### config.mk
export PLATFORM = sky130hd
export DESIGN_NAME = mem_bus_arbiter
export DESIGN_NICKNAME = d
export VERILOG_FILES = /design/src/rtl/mem_bus_arbiter_pkg.sv /design/src/rtl/mem_bus_arbiter_owner_fifo.sv /design/src/rtl/mem_bus_arbiter.sv
export SDC_FILE = /design/constraint.sdc
export NUM_CORES = 1
export LEC_CHECK = 0
export CAP_MARGIN = 0
export CORE_AREA = 5 5 105 107
export DETAILED_ROUTE_END_ITERATION = 8
export DIE_AREA = 0 0 110 112
export PLACE_DENSITY = 0.67
export SLEW_MARGIN = 0
export SYNTH_ARGS = -nofsm -noshare
export SYNTH_HDL_FRONTEND = slang
export SYNTH_SLANG_ARGS = --single-unit
### constraint.sdc
create_clock -name clk -period 2.9 [get_ports clk]
set_clock_uncertainty 0.2 [all_clocks]
set_input_delay 0.58 -clock clk [delete_from_list [all_inputs] [get_ports clk]]
set_output_delay 0.58 -clock clk [all_outputs]
set_load 0.02 [all_outputs]
### src/rtl/mem_bus_arbiter_pkg.sv
// ============================================================================
// Module  : mem_bus_arb_pkg
// Purpose : Shared types and default parameters for the memory bus arbiter.
//           owner_e identifies which master owns an outstanding transaction.
// Ports   : none (package)
// Revision: 1.0  initial release
// ============================================================================
`default_nettype none

package mem_bus_arb_pkg;

  typedef enum logic {
    OWNER_INSTR = 1'b0,
    OWNER_DATA  = 1'b1
  } owner_e;

  localparam int unsigned DEF_MAX_OUTSTANDING = 2;
  localparam int unsigned DEF_STARVE_LIMIT    = 4;

endpackage

`default_nettype wire

### src/rtl/mem_bus_arbiter_owner_fifo.sv
// ============================================================================
// Module  : arb_owner_fifo
// Purpose : Parameterised-depth 1-bit FIFO recording the owner of every
//           accepted transaction, oldest at the head.
// Ports   : clk, rst (async, active-high)
//           push_i/din_i  - enqueue din_i (ignored when full)
//           pop_i         - dequeue head (ignored when empty)
//           full_o, empty_o, head_o
// Revision: 1.0  initial release
// ============================================================================
`default_nettype none

module arb_owner_fifo #(
  parameter int unsigned DEPTH = 2
) (
  input  logic clk,
  input  logic rst,
  input  logic push_i,
  input  logic pop_i,
  input  logic din_i,
  output logic full_o,
  output logic empty_o,
  output logic head_o
);

  localparam int unsigned PTR_W = (DEPTH > 1) ? $clog2(DEPTH) : 1;
  localparam int unsigned CNT_W = $clog2(DEPTH + 1);
  localparam logic [PTR_W-1:0] C_PTR_LAST = PTR_W'(DEPTH - 1);
  localparam logic [CNT_W-1:0] C_DEPTH    = CNT_W'(DEPTH);

  logic [DEPTH-1:0] mem_q;
  logic [PTR_W-1:0] wptr_q, wptr_d;
  logic [PTR_W-1:0] rptr_q, rptr_d;
  logic [CNT_W-1:0] cnt_q, cnt_d;
  logic             push_w, pop_w;

  // Pointers wrap explicitly so non power-of-two depths would also work.
  function automatic logic [PTR_W-1:0] ptr_inc(input logic [PTR_W-1:0] p);
    return (p == C_PTR_LAST) ? '0 : p + 1'b1;
  endfunction

  assign full_o  = (cnt_q == C_DEPTH);
  assign empty_o = (cnt_q == '0);
  assign head_o  = mem_q[rptr_q];
  assign push_w  = push_i & ~full_o;
  assign pop_w   = pop_i & ~empty_o;

  always_comb begin
    wptr_d = push_w ? ptr_inc(wptr_q) : wptr_q;
    rptr_d = pop_w ? ptr_inc(rptr_q) : rptr_q;
    cnt_d  = cnt_q;
    case ({push_w, pop_w})
      2'b10:   cnt_d = cnt_q + 1'b1;
      2'b01:   cnt_d = cnt_q - 1'b1;
      default: cnt_d = cnt_q;
    endcase
  end

  always_ff @(posedge clk or posedge rst) begin
    if (rst) begin
      mem_q  <= '0;
      wptr_q <= '0;
      rptr_q <= '0;
      cnt_q  <= '0;
    end else begin
      if (push_w) mem_q[wptr_q] <= din_i;
      wptr_q <= wptr_d;
      rptr_q <= rptr_d;
      cnt_q  <= cnt_d;
    end
  end

endmodule

`default_nettype wire

### src/rtl/mem_bus_arbiter.sv
// ============================================================================
// Module  : mem_bus_arbiter
// Purpose : Shares one req/gnt/rvalid memory port between instruction fetch
//           (master 0, read-only) and load/store (master 1). Tracks the owner
//           of each outstanding transaction and routes in-order responses
//           back to it. Data has priority; an instruction request denied
//           STARVE_LIMIT consecutive cycles is forced through.
//           Build option MEM_BUS_ARB_ROUND_ROBIN_EN replaces the starvation
//           escape with round-robin selection on contention.
// Ports   : clk, rst (async, active-high)
//           m0_*  - instruction master (req/addr in; gnt/rvalid/rdata/err out)
//           m1_*  - data master (req/we/be/addr/wdata in; gnt/rvalid/rdata/err)
//           s_*   - slave port (req/we/be/addr/wdata out; gnt/rvalid/rdata/err)
//           unexp_rsp_o - pulse when a response arrives with nothing pending
// Revision: 1.0  initial release
// ============================================================================
`default_nettype none

module mem_bus_arbiter
  import mem_bus_arb_pkg::*;
#(
  parameter int unsigned MAX_OUTSTANDING = DEF_MAX_OUTSTANDING,
  parameter int unsigned STARVE_LIMIT    = DEF_STARVE_LIMIT
) (
  input  logic        clk,
  input  logic        rst,
  input  logic        m0_req_i,
  input  logic [31:0] m0_addr_i,
  output logic        m0_gnt_o,
  output logic        m0_rvalid_o,
  output logic [31:0] m0_rdata_o,
  output logic        m0_err_o,
  input  logic        m1_req_i,
  input  logic        m1_we_i,
  input  logic [3:0]  m1_be_i,
  input  logic [31:0] m1_addr_i,
  input  logic [31:0] m1_wdata_i,
  output logic        m1_gnt_o,
  output logic        m1_rvalid_o,
  output logic [31:0] m1_rdata_o,
  output logic        m1_err_o,
  output logic        s_req_o,
  output logic        s_we_o,
  output logic [3:0]  s_be_o,
  output logic [31:0] s_addr_o,
  output logic [31:0] s_wdata_o,
  input  logic        s_gnt_i,
  input  logic        s_rvalid_i,
  input  logic [31:0] s_rdata_i,
  input  logic        s_err_i,
  output logic        unexp_rsp_o
);

  owner_e sel_w;
  logic   any_req_w;
  logic   fifo_full_w, fifo_empty_w, fifo_head_w;
  logic   pop_w, push_w;

  assign any_req_w = m0_req_i | m1_req_i;

`ifdef MEM_BUS_ARB_ROUND_ROBIN_EN
  // last_grant_q resets to data, so the first contention goes to fetch.
  logic last_grant_q, last_grant_d;

  always_comb begin
    if (m0_req_i && m1_req_i) sel_w = last_grant_q ? OWNER_INSTR : OWNER_DATA;
    else                      sel_w = m1_req_i ? OWNER_DATA : OWNER_INSTR;
    last_grant_d = push_w ? (sel_w == OWNER_DATA) : last_grant_q;
  end

  always_ff @(posedge clk or posedge rst) begin
    if (rst) last_grant_q <= 1'b1;
    else     last_grant_q <= last_grant_d;
  end
`else
  localparam int unsigned STARVE_W = $clog2(STARVE_LIMIT + 1);
  localparam logic [STARVE_W-1:0] C_STARVE_MAX = STARVE_W'(STARVE_LIMIT);

  logic [STARVE_W-1:0] starve_cnt_q, starve_cnt_d;

  always_comb begin
    sel_w = (m1_req_i && (!m0_req_i || (starve_cnt_q < C_STARVE_MAX)))
            ? OWNER_DATA : OWNER_INSTR;
    // Counts consecutive denied fetch cycles; any gap or grant restarts it.
    starve_cnt_d = '0;
    if (m0_req_i && !m0_gnt_o)
      starve_cnt_d = (starve_cnt_q == C_STARVE_MAX) ? starve_cnt_q
                                                     : starve_cnt_q + 1'b1;
  end

  always_ff @(posedge clk or posedge rst) begin
    if (rst) starve_cnt_q <= '0;
    else     starve_cnt_q <= starve_cnt_d;
  end
`endif

  // A full owner FIFO blocks new requests even if a response pops it this
  // cycle; there is deliberately no bypass path. Outputs are forced to 0
  // while rst is held.
  assign s_req_o = any_req_w & ~fifo_full_w & ~rst;

  always_comb begin
    s_we_o    = 1'b0;
    s_be_o    = 4'h0;
    s_addr_o  = 32'h0;
    s_wdata_o = 32'h0;
    if (any_req_w && !rst) begin
      if (sel_w == OWNER_DATA) begin
        s_we_o    = m1_we_i;
        s_be_o    = m1_be_i;
        s_addr_o  = m1_addr_i;
        s_wdata_o = m1_wdata_i;
      end else begin
        s_be_o    = 4'hF;
        s_addr_o  = m0_addr_i;
      end
    end
  end

  assign m0_gnt_o = s_gnt_i & s_req_o & (sel_w == OWNER_INSTR);
  assign m1_gnt_o = s_gnt_i & s_req_o & (sel_w == OWNER_DATA);
  assign push_w   = m0_gnt_o | m1_gnt_o;

  assign pop_w       = s_rvalid_i & ~fifo_empty_w & ~rst;
  assign unexp_rsp_o = s_rvalid_i & fifo_empty_w & ~rst;

  assign m0_rvalid_o = pop_w & (fifo_head_w == OWNER_INSTR);
  assign m1_rvalid_o = pop_w & (fifo_head_w == OWNER_DATA);
  assign m0_err_o    = m0_rvalid_o & s_err_i;
  assign m1_err_o    = m1_rvalid_o & s_err_i;
  assign m0_rdata_o  = s_rdata_i;
  assign m1_rdata_o  = s_rdata_i;

  arb_owner_fifo #(
    .DEPTH (MAX_OUTSTANDING)
  ) u_owner_fifo (
    .clk     (clk),
    .rst     (rst),
    .push_i  (push_w),
    .pop_i   (pop_w),
    .din_i   (sel_w == OWNER_DATA),
    .full_o  (fifo_full_w),
    .empty_o (fifo_empty_w),
    .head_o  (fifo_head_w)
  );

endmodule

`default_nettype wire

# Yosys cells after proc, flatten, opt, wreduce, memory -nomap -nowiden
# Cells that the tools add are included.
[word_totals]
register_bits = 9
wordCells = 70
[classes]
add_sub_neg = 5
n_lt_le_gt_ge = 4
n_eq_ne = 5
n_mux = 19
bitwise_logic = 22
n_reduce_logical = 10
[op_table]
columns = ["cell", "n"]
rows = [
  ["32-bit 2-to-1 mux", 4],
  ["1-bit AND", 15],
  ["1-bit 2-to-1 mux", 8],
  ["4-bit 2-to-1 mux", 2],
  ["3-bit 2-to-1 mux", 2],
  ["1-bit inverter", 5],
  ["2-bit == test, second input constant", 2],
  ["1-bit logical AND", 4],
  ["1-bit by 2-bit less-than comparator with 1-bit output, second input constant", 2],
  ["2-bit one-hot mux with 2 select lines", 1],
  ["3-bit by 1-bit adder with 3-bit output, second input constant", 1],
  ["3-bit == test, second input constant", 1],
  ["1-bit logical NOT", 3],
  ["3-bit less-than comparator, second input constant", 1],
  ["1-bit adder, second input constant", 2],
  ["2-bit by 1-bit adder with 2-bit output, second input constant", 1],
  ["2-bit bitwise mux", 1],
  ["2-bit by 1-bit == test with 1-bit output, second input constant", 1],
  ["2-bit logical NOT", 1],
  ["2-bit inequality test, second input constant", 1],
  ["1-bit OR", 2],
  ["2-bit nonzero test", 1],
  ["2-bit by 1-bit subtractor with 2-bit output, second input constant", 1],
  ["1-bit demux with 1-bit select", 1],
  ["other kinds (2)", 2],
]

# Logic depth before layout (Yosys ltp)
# Gate-level depths: netlist of the first run.
[logic_depth]
ltp_word = 10
ltp_mapped = 8

# Cells and area by module
# From an unflattened synthesis of the first run, not the netlist that was laid out.
[hier_totals]
hier_cells = 279
area_unflattened_um2 = 1783.0
[by_module_without_submodules]
columns = ["module", "instances", "cells_per_inst", "area_per_inst_um2"]
rows = [
  ["mem_bus_arbiter", 1, 255, 1496.4],
  ["arb_owner_fifo", 1, 24, 286.5],
]

# Worst setup path before layout of the first run
# Ideal clock, no wire load.
[synth_path]
path_kind = "input to output"
from = "input m0_req_i"
to = "output s_addr_o[10]"
t_arrival_ps = 1745
t_required_ps = 2120
path_slack_ps = 375
stages = 6
path_buffers = 3
path_cell_list = "buf_2 a21bo_1 buf_2 buf_1 nand2_1 a21oi_1"
[synth_between]
elab_chain_cells = 6
[synth_rtl]
columns = ["element", "line_no", "rtl"]
rows = [
  ["from (decl)", "mem_bus_arbiter.sv:27", "input logic m0_req_i,"],
  ["1-bit logical NOT", "mem_bus_arbiter.sv:82", "sel_w = (m1_req_i && (!m0_req_i || (starve_cnt_q < C_STARVE_MAX)))"],
  ["1-bit logical OR", "mem_bus_arbiter.sv:82", ""],
  ["1-bit logical AND", "mem_bus_arbiter.sv:82", ""],
  ["1-bit 2-to-1 mux", "mem_bus_arbiter.sv:83", "? OWNER_DATA : OWNER_INSTR;"],
  ["32-bit 2-to-1 mux", "mem_bus_arbiter.sv:108", "if (sel_w == OWNER_DATA) begin"],
  ["32-bit 2-to-1 mux *", "mem_bus_arbiter.sv:107", "if (any_req_w && !rst) begin"],
  ["to (decl)", "mem_bus_arbiter.sv:45", "output logic [31:0] s_addr_o,"],
]
# Mark *: on every way between the ends. The rest lies on a longest branch, timed or not.

# Worst setup path in the final report of the first run
[layout_path]
from = "input m1_req_i"
to = "output s_wdata_o[15]"
[layout_between]
elab_chain_cells = 4
[layout_rtl]
columns = ["element", "line_no", "rtl"]
rows = [
  ["from (decl)", "mem_bus_arbiter.sv:33", "input logic m1_req_i,"],
  ["1-bit logical AND", "mem_bus_arbiter.sv:82", ""],
  ["1-bit 2-to-1 mux", "mem_bus_arbiter.sv:83", ""],
  ["32-bit 2-to-1 mux", "mem_bus_arbiter.sv:108", ""],
  ["32-bit 2-to-1 mux *", "mem_bus_arbiter.sv:107", ""],
  ["to (decl)", "mem_bus_arbiter.sv:46", "output logic [31:0] s_wdata_o,"],
]
# Marks and branches as above.

==> flow_summary_export.csv, run 1 <==
group,metric,value,unit
status,status,"completed",
cts,cts_buffers,3,
setup_path,critical_path.max_fanout,35,
timing,maxSlewHeadroom,0.647,
setup_path,worstPathRequired,2.12,ns
pwr,internal-power,649,uW
cts,cts_hold_buffers,0,
timing,finalHoldWorstSlack,0.296,ns
finish,num-fill-cells,1093,
global_routing,grt_first_pass_wirelength,12.1,mm
die,die_width,110,um
global_routing,top_usage_layer,"met2",
global_routing,grt_pass1_vias,2317,
route,drt_first_pass_iters,4,
pwr,p_leak,1.66,nW
die,initial_utilization,0.178,
route,routedWlPerCell,15.7,um
die,std_cell_rows,37,
timing,fmax,354,MHz
route,vias,2288,
timing,maxSlewViolCount,0,
finish,drive_gt1_frac,0.149,
die,fp.dieArea,12300,um^2
route,routed_via_density,4.25,
global_routing,grt_use_met2,0.233,
global_routing,grt_use_met1,0.132,
die,die_height,112,um
timing,fin_crit_sh,0.974,
yosys,synthAdderAreaFrac,0.0210,
yosys,synth_top_family_by_area,"simple AND/OR/NAND/NOR gates",
yosys,yosysUniqueCellTypes,32,
finish,nets,546,
global_routing,grt-ovfl-total,0,
global_routing,grt_antenna_before_repair,0,
route,post-route-drc-count,0,
yosys,synth_area_leaders,"buf_4 27%, nand2_1 14%, dfrtp_1 13%, and3_1 12%, a21oi_1 9.0%",
finish,syn_to_final_growth,82.4,%
yosys,synthesis.nets,424,
pwr,sw_frac_of_total,0.429,
yosys,syn_inst,281,
yosys,synth_seq_cells,9,
yosys,ys_seq_area_frac,0.126,
die,ios,281,
global_routing,grt_use_met3,0.0365,
timing,hold_viol,0,
cts,cts_buffer_depth,2,
pwr,comb_power_share,0.647,
yosys,synthXorXnorAreaFrac,0.0245,
setup_path,crit_type,"in -> out",
timing,setup_ws,0.0756,ns
yosys,synthSimpleGateAreaFrac,0.351,
yosys,synth_compound_area_frac,0.128,
cts,h-tree-depth,1,
timing,min_period,2.82,ns
global_routing,grt_max_degree,36,
timing,setup_violations,0,
yosys,yosysTopAreaCell,"buf_4",
route,routed_wirelength,8.44,mm
cts,clkLatencyLatePin,0.23,ns
pwr,max-vdd-ir-drop,0.285,mV
setup_path,end_kind,"primary output",
yosys,synth_top_area_share,0.269,
pwr,clkPwrFrac,0.129,
yosys,synth_area,1790,um^2
route,ant_nets,0,
finish,multi_input_area,991,um^2
cts,clock_tree.root_cell,"clkbuf_8",
timing,rsz0062_at_grt,"no",
cts,cts_tree,"yes",
yosys,synth.avg_cell_area,6.36,um^2
finish,utilization,0.325,
setup_path,cp-start-kind,"primary input",
cts,cts.sinks,9,
pwr,power_switching,488,uW
finish,antennaDiodeCount,0,
placed_design,preCtsSetupSlack,-0.394,ns
pwr,total_power,1.14,mW
die,coreArea,10000,um^2
placed_design,port_buffers,184,
cts,cts.reportedPaths.clkPinSlew,0.05,ns
finish,ff_latch_area,225,um^2
global_routing,grt.total_usage,0.122,
pwr,p_seq_frac,0.224,
placed_design,place_congestion,0.763,
placed_design,hpwlAfterDp,7.07,mm
yosys,yosysWarnings,0,
job,cap_violations,0,
route,drt_iter0_markers,97,
timing,worst_slew_pin_slew,0.529,ns
yosys,synthMuxAreaShare,0.0175,
min_path,hold_class,"reg -> reg",
setup_path,crit_arrival,2.04,ns
pwr,powerDensity,349,nW/um^2
-- per-stage QoR --
| stage | cells | TNS (ns) | area (um^2) |
|---|---|---|---|
| 6_report | 538 | 0 | 3260 |
| 5_1_grt | 538 | 0 | 3260 |
| 4_1_cts | 538 | 0 | 3390 |
| 3_5_place_dp | 534 | -17.43 | 3420 |
| 3_3_place_gp | 534 | -16.13 | 3420 |
| 2_1_floorplan | 281 | 0 | 1790 |
-- area by class of cell --
class	instances	share of cell area
inverters	4	0.00460
multi-input cells	184	0.304
clock buffers	4	0.0138
flip-flops and latches	9	0.0691
repair buffers	201	0.556
well taps	136	0.0522
-- Yosys cell counts --
master / n
nand2_1: 66
buf_4: 64
and3_1: 34
a21oi_1: 32
nor2_1: 15
clkbuf_1: 10
dfrtp_1: 9
buf_2: 7
inv_1: 4
nor3_1: 4
ha_1: 3
xnor2_1: 3
and2_1: 2
buf_6: 2
mux2i_1: 2
nand2b_1: 2
nor2b_1: 2
nor3b_1: 2
nor4b_1: 2
o21ai_0: 2
o22ai_1: 2
xor2_1: 2
a211oi_1: 1
a21bo_1: 1
a21boi_1: 1
and4_1: 1
buf_1: 1
mux2_1: 1
o21ai_1: 1
o31ai_1: 1
o41ai_1: 1
or3_4: 1
-- path summary, 6_finish.rpt --
kind / from / end / slack, ns / cells after the start
max: m1_req_i / s_wdata_o[15] / 0.08 / 5
min: u_owner_fifo.mem_q[1] / u_owner_fifo.mem_q[1] / 0.30 / 1
max reg2reg: u_owner_fifo.cnt_q[1] / u_owner_fifo.cnt_q[1] / 0.84 / 6
min reg2reg: u_owner_fifo.mem_q[1] / u_owner_fifo.mem_q[1] / 0.30 / 1
max in group asynchronous: rst / starve_cnt_q[1] / 1.50 / 4
min in group asynchronous: rst / u_owner_fifo.cnt_q[1] / 0.86 / 4
-- worst max-delay path, stage by stage --
cell and delay (ns):
clkdlybuf4s50_1 0.49, a21boi_4 0.25, buf_12 0.21, and3_1 0.17, dlygate4sd2_1 0.33
-- what timing repair did --
action	in CTS	in global routing
buffers inserted	0	0
gates resized for setup	105	63
endpoints found under the setup margin	76	46
pin swaps	0	1
-- layer usage --
layer  up-vias  share of wire
met5         -              0
met4         0         0.0094
met3        11           0.12
met2       158           0.50
met1      1019           0.36
li1       1100              -
-- sequential cells by signal, indices dropped and copies added (netlist names) --
signal	count
starve_cnt_q	3
u_owner_fifo.cnt_q	2
u_owner_fifo.mem_q	2
u_owner_fifo.rptr_q	1
u_owner_fifo.wptr_q	1
-- cell usage in the layout, fill, tap and decap left out, types with 2 or more instances in the layout --
| cell | count |
|---|---|
| buf_2 | 7 |
| inv_1 | 4 |
| and2_1 | 2 |
| a21oi_1 | 32 |
| dfrtp_1 | 9 |
| clkdlybuf4s15_2 | 2 |
| clkdlybuf4s50_1 | 106 |
| nor3_1 | 4 |
| nor3b_1 | 2 |
| o21ai_0 | 2 |
| ha_1 | 3 |
| nor2b_1 | 2 |
| clkbuf_8 | 3 |
| nor2_1 | 15 |
| nand2_1 | 66 |
| and3_1 | 34 |
| xor2_1 | 2 |
| clkdlybuf4s15_1 | 9 |
| o22ai_1 | 2 |
| mux2i_1 | 2 |
| buf_12 | 4 |
| clkbuf_2 | 28 |
| buf_4 | 13 |
| nand2b_1 | 2 |
| dlymetal6s2s_1 | 2 |
| nor4b_1 | 2 |
| dlygate4sd2_1 | 30 |
| xnor2_1 | 3 |
-- logic make-up after synthesis --
group                    count (synthesis)
AND/OR/NAND/NOR                        131
buffers and inverters                   88
multiplexers                             3
AO/OA/AOI/OAI                           42
adder cells (fa/ha/maj)                  3
XOR/XNOR                                 5
flip-flops                               9
-- power by group through the flow --
stage	combinational [mW]	clock, mW	sequential (mW)
2_1_floorplan	0.546	0	0.235
3_3_place_gp	0.790	0	0.250
3_5_place_dp	0.802	0	0.255
4_1_cts	0.756	0.148	0.253
5_1_grt	0.799	0.154	0.264
6_report	0.735	0.147	0.255
Note: power is estimated with default switching activity, not from simulation.
==> run 2, diff against run 1 <==
--- a/config.mk
+++ b/config.mk
@@ -10,6 +10,7 @@
 export DETAILED_ROUTE_END_ITERATION = 8
 export DIE_AREA = 0 0 110 112
 export PLACE_DENSITY = 0.67
+export SETUP_SLACK_MARGIN = 0.4
 export SLEW_MARGIN = 0
 export SYNTH_ARGS = -nofsm -noshare
 export SYNTH_HDL_FRONTEND = slang
==> run 2 against run 1 <==
Against the previous run: critical endpoint is now s_addr_o[7]; clock-buffer cell count unchanged; critical path depth increased by 3; critical path type unchanged; largest cell class unchanged; utilization increased by 5.3 points; non-clock buffer count increased by 28; clock power about the same.
==> flow_summary_export.csv, run 2 (same netlist as run 1, synthesis figures left out) <==
group,metric,value,unit
route,drt_first_pass_iters,4,
cts,cts.reportedPaths.clkPinSlew,0.04,ns
pwr,p_leak,1.82,nW
die,std_cell_rows,37,
cts,h-tree-depth,1,
cts,cts_buffers,3,
global_routing,grt-ovfl-total,0,
global_routing,grt_first_pass_wirelength,12.9,mm
global_routing,grt_antenna_before_repair,0,
cts,cts_tree,"yes",
finish,nets,574,
die,coreArea,10000,um^2
finish,antennaDiodeCount,0,
setup_path,cp-start-kind,"primary input",
route,vias,2428,
route,drt_iter0_markers,72,
route,ant_nets,0,
placed_design,place_congestion,0.744,
finish,drive_gt1_frac,0.316,
pwr,max-vdd-ir-drop,0.258,mV
finish,syn_to_final_growth,112,%
status,status,"completed",
setup_path,worstPathRequired,2.12,ns
global_routing,grt.total_usage,0.134,
pwr,comb_power_share,0.690,
finish,stdcell_area,3790,um^2
die,initial_utilization,0.178,
placed_design,port_buffers,184,
pwr,sw_frac_of_total,0.414,
timing,rsz0062_at_grt,"yes",
pwr,powerDensity,344,nW/um^2
timing,maxSlewViolCount,0,
cts,cts_hold_buffers,0,
setup_path,critical_path.max_fanout,6,
global_routing,grt_pass1_vias,2460,
route,routed_via_density,4.29,
placed_design,hpwlAfterDp,6.54,mm
timing,finalHoldWorstSlack,0.197,ns
setup_path,crit_arrival,1.68,ns
finish,final_cells,566,
pwr,total_power,1.31,mW
die,fp.dieArea,12300,um^2
pwr,internal-power,766,uW
timing,setup_violations,0,
setup_path,crit_type,"in -> out",
placed_design,dp.cells,534,
die,die_height,112,um
pwr,p_seq_frac,0.197,
cts,clock_tree.root_cell,"clkbuf_8",
timing,worst_slew_pin_slew,0.297,ns
die,die_width,110,um
timing,fin_crit_sh,0.848,
timing,hold_viol,0,
cts,cts.sinks,9,
route,routed_wirelength,9.38,mm
finish,utilization,0.378,
finish,top_regs,"starve_cnt_q x3, u_owner_fifo.cnt_q x2, u_owner_fifo.mem_q x2",
cts,clkLatencyLatePin,0.23,ns
finish,final_cell_mix,"103 x clkdlybuf4s50_1, 66 x nand2_1, 40 x buf_4",
timing,maxSlewHeadroom,0.799,
pwr,clkPwrFrac,0.112,
die,ios,281,
timing,fmax,407,MHz
finish,layout_commonest_cell,"clkdlybuf4s50_1",
route,routedWlPerCell,16.6,um
job,cap_violations,0,
setup_path,end_kind,"primary output",
finish,regMostFlops,"starve_cnt_q",
min_path,hold_class,"in -> async",
route,post-route-drc-count,0,
finish,largest_reg_flops,3,
timing,min_period,2.46,ns
pwr,power_switching,540,uW
global_routing,grt_max_degree,38,
cts,cts_buffer_depth,2,
placed_design,place_area,3460,um^2
[run 2: through the flow]
step,TNS [ns],setup slack [ns]
final,0,0.440
after global routing,0,0.397
after CTS,0,0.378
after detailed placement,-20.41,-0.362
after global placement,-17.40,-0.308
after floorplan,0,0.375
[run 2: worst paths after layout]
path	slack [ns]	end	startpoint	cells after the start
min	0.20	starve_cnt_q[0]	rst	3
max in group asynchronous	2.01	u_owner_fifo.mem_q[0]	rst	4
min in group clk	0.29	u_owner_fifo.rptr_q	u_owner_fifo.rptr_q	1
max reg2reg	0.86	u_owner_fifo.cnt_q[1]	u_owner_fifo.cnt_q[0]	6
max	0.44	s_addr_o[7]	m0_req_i	8
min reg2reg	0.29	u_owner_fifo.rptr_q	u_owner_fifo.rptr_q	1
[run 2: power groups by stage]
stage	Combinational, mW	Clock [mW]	Sequential [mW]
2_1_floorplan	0.552	0	0.235
3_3_place_gp	0.788	0	0.246
3_5_place_dp	0.803	0	0.256
4_1_cts	0.881	0.150	0.256
5_1_grt	0.972	0.155	0.267
6_report	0.901	0.147	0.258
[run 2: worst max-delay path, stage by stage]
cell	delay, ns
clkbuf_4	0.15
buf_6	0.13
o21ai_4	0.21
buf_6	0.14
buf_6	0.11
clkbuf_16	0.16
a21oi_2	0.04
buf_4	0.15
[run 2: repair_timing]
action,CTS,global route
setup buffers,19,2
setup endpoints to repair,77,59
pin swaps,6,1
gates cloned,6,1
resized for setup,284,41
[run 2: cell type report]
type,count,area [um^2]
fillers,1076,6250
repair buffers,229,2230
multi-input cells,184,1110
flip-flops and latches,9,226
well taps,136,170
clock buffers,4,45.0
inverters,4,15.0
[run 2: layer usage]
metal	track usage	part of all wire	up-vias
met5	0	0	-
met4	0.0283	0.010	0
met3	0.0365	0.11	15
met2	0.265	0.53	141
met1	0.137	0.36	1110
li1	-	-	1162
